==> src/rtl/audio_i2s_clock_sequencer.sv <==
// audio_i2s_clock_sequencer
// Clock-management back end for the audio peripheral, running in the fast
// audio clock domain. It qualifies the MMCM lock through a shift-register
// sequencer that drives the gated fast-clock buffer CE. From that qualified
// clock it derives a registered 50 % duty I2S clock of period DIV, together
// with one-cycle rise and fall strobes.
// The block contains no clock primitives; it only drives their enables.

module audio_i2s_clock_sequencer #(
    parameter int SEQ_LEN = 8,   // lock-qualification depth, >= 1
    parameter int DIV     = 10   // fast-clock to I2S divide ratio, even and >= 2
) (
    input  logic clk_in1,
    input  logic RST,
    input  logic locked,
    output logic clk_en,
    output logic i2s_clk,
    output logic i2s_rise,
    output logic i2s_fall
);

    localparam int CNT_W = (DIV > 2) ? $clog2(DIV) : 1;

    localparam logic [CNT_W-1:0] CNT_ZERO = {CNT_W{1'b0}};
    localparam logic [CNT_W-1:0] CNT_ONE  = CNT_W'(1);
    localparam logic [CNT_W-1:0] CNT_MAX  = CNT_W'(DIV - 1);
    localparam logic [CNT_W-1:0] CNT_HALF = CNT_W'(DIV / 2);

    logic [SEQ_LEN-1:0] seq_r;
    logic [SEQ_LEN-1:0] seq_nxt_s;
    logic [SEQ_LEN:0]   seq_ext_s;
    logic [CNT_W-1:0]   cnt_r;
    logic [CNT_W-1:0]   cnt_nxt_s;
    logic               i2s_clk_r;
    logic               i2s_clk_nxt_s;
    logic               i2s_clk_d_r;

    // Shift the lock level into the qualification chain.
    // The chain is widened by one bit so that SEQ_LEN = 1 needs no special case.
    always_comb begin
        seq_ext_s = {seq_r, locked};
        seq_nxt_s = seq_ext_s[SEQ_LEN-1:0];
    end

    // Divider next state.
    // The divider is held at phase 0, with the clock low, whenever the clock
    // is not qualified. Otherwise it wraps at DIV-1.
    always_comb begin
        cnt_nxt_s     = CNT_ZERO;
        i2s_clk_nxt_s = 1'b0;
        if (clk_en) begin
            if (cnt_r == CNT_MAX) begin
                cnt_nxt_s = CNT_ZERO;
            end else begin
                cnt_nxt_s = cnt_r + CNT_ONE;
            end
            i2s_clk_nxt_s = (cnt_nxt_s >= CNT_HALF);
        end else begin
            cnt_nxt_s     = CNT_ZERO;
            i2s_clk_nxt_s = 1'b0;
        end
    end

    // State registers.
    // Reset is synchronous and overrides everything, including a period
    // that is in progress.
    always_ff @(posedge clk_in1) begin
        if (RST) begin
            seq_r       <= {SEQ_LEN{1'b0}};
            cnt_r       <= CNT_ZERO;
            i2s_clk_r   <= 1'b0;
            i2s_clk_d_r <= 1'b0;
        end else begin
            seq_r       <= seq_nxt_s;
            cnt_r       <= cnt_nxt_s;
            i2s_clk_r   <= i2s_clk_nxt_s;
            i2s_clk_d_r <= i2s_clk_r;
        end
    end

    // Outputs are either registers or decodes of registers, so there is no
    // path from locked.
    // Gating the fall strobe with clk_en hides the forced low edge that
    // occurs when qualification is lost.
    always_comb begin
        clk_en   = seq_r[SEQ_LEN-1];
        i2s_clk  = i2s_clk_r;
        i2s_rise = i2s_clk_r & ~i2s_clk_d_r;
        i2s_fall = ~i2s_clk_r & i2s_clk_d_r & seq_r[SEQ_LEN-1];
    end

endmodule

==> config.mk <==
export PLATFORM = sky130hd
export DESIGN_NAME = audio_i2s_clock_sequencer
export DESIGN_NICKNAME = d
export VERILOG_FILES = /design/src/rtl/audio_i2s_clock_sequencer.sv
export SDC_FILE = /design/constraint.sdc
export NUM_CORES = 1
export LEC_CHECK = 0
export ABC_AREA = 1
export BUFFER_PORTS_ARGS = -buffer_cell sky130_fd_sc_hd__buf_2
export CAP_MARGIN = 20
export CORE_MARGIN = 2
export CORE_UTILIZATION = 35
export CTS_BUF_LIST = sky130_fd_sc_hd__clkbuf_4 sky130_fd_sc_hd__clkbuf_8 sky130_fd_sc_hd__clkbuf_16
export DETAILED_ROUTE_END_ITERATION = 16
export GPL_TIMING_DRIVEN = 0
export PLACE_DENSITY = 0.64
export REMOVE_ABC_BUFFERS = 1
export SLEW_MARGIN = 40
export SYNTH_ARGS = -nofsm -noshare
export SYNTH_HDL_FRONTEND = slang
export SYNTH_SLANG_ARGS = --single-unit
==> constraint.sdc <==
create_clock -name clk_in1 -period 3.2 [get_ports clk_in1]
set_clock_uncertainty 0.05 [all_clocks]
set_input_delay 0.96 -clock clk_in1 [delete_from_list [all_inputs] [get_ports clk_in1]]
set_output_delay 0.96 -clock clk_in1 [all_outputs]
set_load 0.01 [all_outputs]
==> results by stage <==
Worst setup path:
- The highest fanout seen on the critical path is 3.
- The setup check on the worst reg-to-reg path leaves a slack of between 2 and 2.5 ns.
- The worst register-to-register path ends at i2s_clk.
- The length in cells of the worst reg-to-reg path is 6.
- The signal arrival time at the worst endpoint is 0.89 ns.
- In this run the worst setup path terminates at i2s_rise.
- Together, buffers and inverters on the worst path number 2.
- The data required time at the worst endpoint is around 2.2 ns.
- The launching element of the worst setup path is i2s_clk.
- The number of gates on the worst path with buffers counted is 3.
- In this design, the stage delay of the slowest critical-path cell is 0.35 ns.
- The kind of end point of the critical path is an output pin.
- The startpoint of the worst register-to-register path is cnt_r[0].
- Walking the worst path, the cells encountered are inv_1, nor2_1, buf_2.
- The kind of start point of the critical path is a flop.
- The cell at the slowest stage of the critical path is dfxtp_1.
- The type of the worst setup path is reg -> out.
- Broken down by cell family, the worst path's largest delay share belongs to flip-flops.

Drt:
- The number of vias per cell is 4.04.
- In the final routed layout, each cell accounts on average for around 7.7 microns.
- The detailed router finished its first iteration with 0 violations.
- Summing over every cut layer, the via total after detailed routing is approximately 360.
- The final antenna-violating net count is 0.
- The routed design has 691 microns of wire.
- The DRC violation count after routing is 0.
- For this run, the detailed router's first-pass iteration total came to 1.

Synthesis:
- The average instance in the mapped netlist occupies 8.09 sq um.
- The count of synthesis-stage warnings from yosys is 0.
- The synthesis-stage register bit count is 14.
- The share of synthesized area occupied by flip-flops and latches is 0.525.
- The summed instance area of the synthesized netlist is approximately 530 sq um.
- Yosys mapped the design onto 15 distinct sky130hd cell types.
- After technology mapping, the gate count stands at 66.

Timing:
- Based on the critical path, the design can be clocked at up to between 500 and 600 MHz.
- Setup repair after global routing left no endpoint under its margin.
- In this run the tightest slew margin relative to its limit is 0.863.
- The final count of negative-setup-slack endpoints is 0.
- The part of the cycle the worst path needs is 0.593.
- The number of pins with negative max-slew slack in the final report came to 0.
- The final-layout setup total negative slack is 0 ns.
- The final hold violation count came to 0.
- The actual transition at the worst max-transition pin is between 0.2 and 0.25 ns.
- Subtracting the final worst setup slack from the clock period gives approximately 1.9 ns.

Floorplanning:
- During I/O placement, the number of pins put on the boundary was 7.
- The height of the die is ~43 microns.
- The area of the core region is 1470 sq um.
- The total die area is around 1900 sq um.
- The starting density of the core is 0.363.
- Measured along the x axis, the die boundary spans approximately 43 microns.
- Row generation in the floorplan step produced 14 rows.

Cells and area:
- After routing the design area is approximately 600 sq um.
- The most common library cell in the layout ignoring fill and taps is inv_1.
- The area added between synthesis and finish is 12.6%.
- In the final design database the tool counted slightly above 80 nets.
- The count of filler cells inserted in the layout is 165.
- In the layout the commonest cells are 16 x inv_1, 14 x dfxtp_1, 12 x nor2_1, 10 x nand2_1, 6 x buf_2.
- The total inserted antenna cells is 0.
- The proportion of layout cells with a drive suffix above 1 is 0.216.
- For this run, the number of standard cells in the final layout without fillers is 90.

Global route:
- The number of antenna violations at the first check in global routing is 0.
- Entering global routing, the biggest net connects 12 pins.
- In the global route stage, overall resource usage came out at 0.0895.
- The wire length of the first global-routing pass is approximately 1.2 mm.
- For this run the aggregate overflow at the end of global routing stands at 0.
- The via count of the first global-routing pass came to 336.

Min path:
- The type of the most critical hold path is reg -> reg.
- Counting instances, the worst hold path has a depth of 2.

Clock tree:
- The insertion delay to the later sink of the worst-skew pair is between 0.2 and 0.3 ns.
- Once the clock tree was built, the resizer swapped 0 gates to a different size.
- No sink is reached through more buffers than the 2 on the longest clock path.
- CTS built an H-tree with a depth of 1.
- The hold buffer count at CTS is 0.
- TritonCTS created 3 clock buffers.
- The buffer cell driving the clock tree root is clkbuf_4.
- After clock tree synthesis, the setup repair step added 0 buffers.
- The CTS tree is built.
- Clock-pin slew was measured on the worst setup and hold paths at 0.08 ns.
- For this design, the sink count on the clock tree is 14.

Place:
- Routability-driven placement finished with a final weighted congestion of ~0.64.
- The post-place instance area is 579 sq um.
- Detailed placement finished with a half-perimeter wire length of approximately 540 microns.
- The total placed cells including tap cells is 87.
- The number of buffers inserted by port buffering is 6.

Power:
- For this design the static power due to leakage is 0.287 nW.
- The worst-case vdd ir drop is around 0.24 mV.
- The areal power density over the cells is between 400 and 500 nW/um^2.

Run status:
- The run finished with clean final reports.

Run:
- The tool flagged a number of max-cap violations equal to 0.
==> tightest hold or removal path, delay by kind of cell, from the launching register on <==
| family | cells | cell delay [ns] |
|---|---|---|
| and+or+nand+nor | 1 | 0.03 |
| buffers and inverters | 1 | 0.04 |
| DFF | 1 | 0.30 |
==> worst min path at each step <==
stage / to / startpoint / slack (ns)
floorplan: seq_r[1] / seq_r[0] / 0.34
global placement: seq_r[6] / seq_r[5] / 0.34
detailed placement: seq_r[1] / seq_r[0] / 0.35
CTS: seq_r[4] / seq_r[3] / 0.36
global route: seq_r[6] / seq_r[5] / 0.38
finish: seq_r[4] / seq_r[3] / 0.35
==> registers in the layout (all words and copies together), names as in the netlist <==
register	flops
i2s_clk_d_r	1
cnt_r	4
i2s_clk	1
seq_r	8
==> per-stage QoR <==
step                hold WS, ns  setup WS [ns]  power (mW)  utilization
floorplan                 0.338           1.59       0.182            -
global placement          0.343           1.55       0.185        0.394
detailed placement        0.345           1.54       0.185        0.394
CTS                       0.357           1.28       0.280        0.409
global route              0.377           1.19       0.287        0.409
finish                    0.352           1.30       0.275        0.409
==> kinds of logic after synthesis <==
| group | synth area share |
|---|---|
| flip-flops | 0.525 |
| adder cells (fa/ha/maj) | 0.0703 |
| buffers and inverters | 0.136 |
| AND/OR/NAND/NOR | 0.269 |
==> area by class of cell <==
cell class | instances | area, sq um | share of cell area
clock buffer | 3 | 22.5 | 0.0374
inverter | 18 | 67.6 | 0.112
sequential | 14 | 280 | 0.466
multi-input combinational | 33 | 181 | 0.301
tap | 16 | 20.0 | 0.0333
timing repair buffer | 6 | 30.0 | 0.0499
==> layer usage <==
| metal | GRT usage | wire, microns |
|---|---|---|
| met1 | 0.0895 | 329 |
| met2 | 0.142 | 340 |
| met3 | 0.0383 | 20 |
| met4 | 0.0727 | 0 |
| met5 | 0 | 0 |
==> power by group <==
part / total (mW) / switching, mW / internal (mW)
clock network: 0.0936 / 0.0501 / 0.0435
registers: 0.176 / 0.000466 / 0.176
logic: 0.00476 / 0.00305 / 0.00171
total: 0.275 / 0.0536 / 0.221
==> cells in the mapped netlist, drive strengths merged <==
cell type	n	area, sq um
nand4	1	6.26
ha	3	37.5
inv	18	67.6
buf	1	5.00
nand3	2	15.0
nor2	14	62.6
dfxtp	14	280
nor3	1	5.00
nand2	12	55.1
No activity file was read; power rests on OpenSTA's default activity.
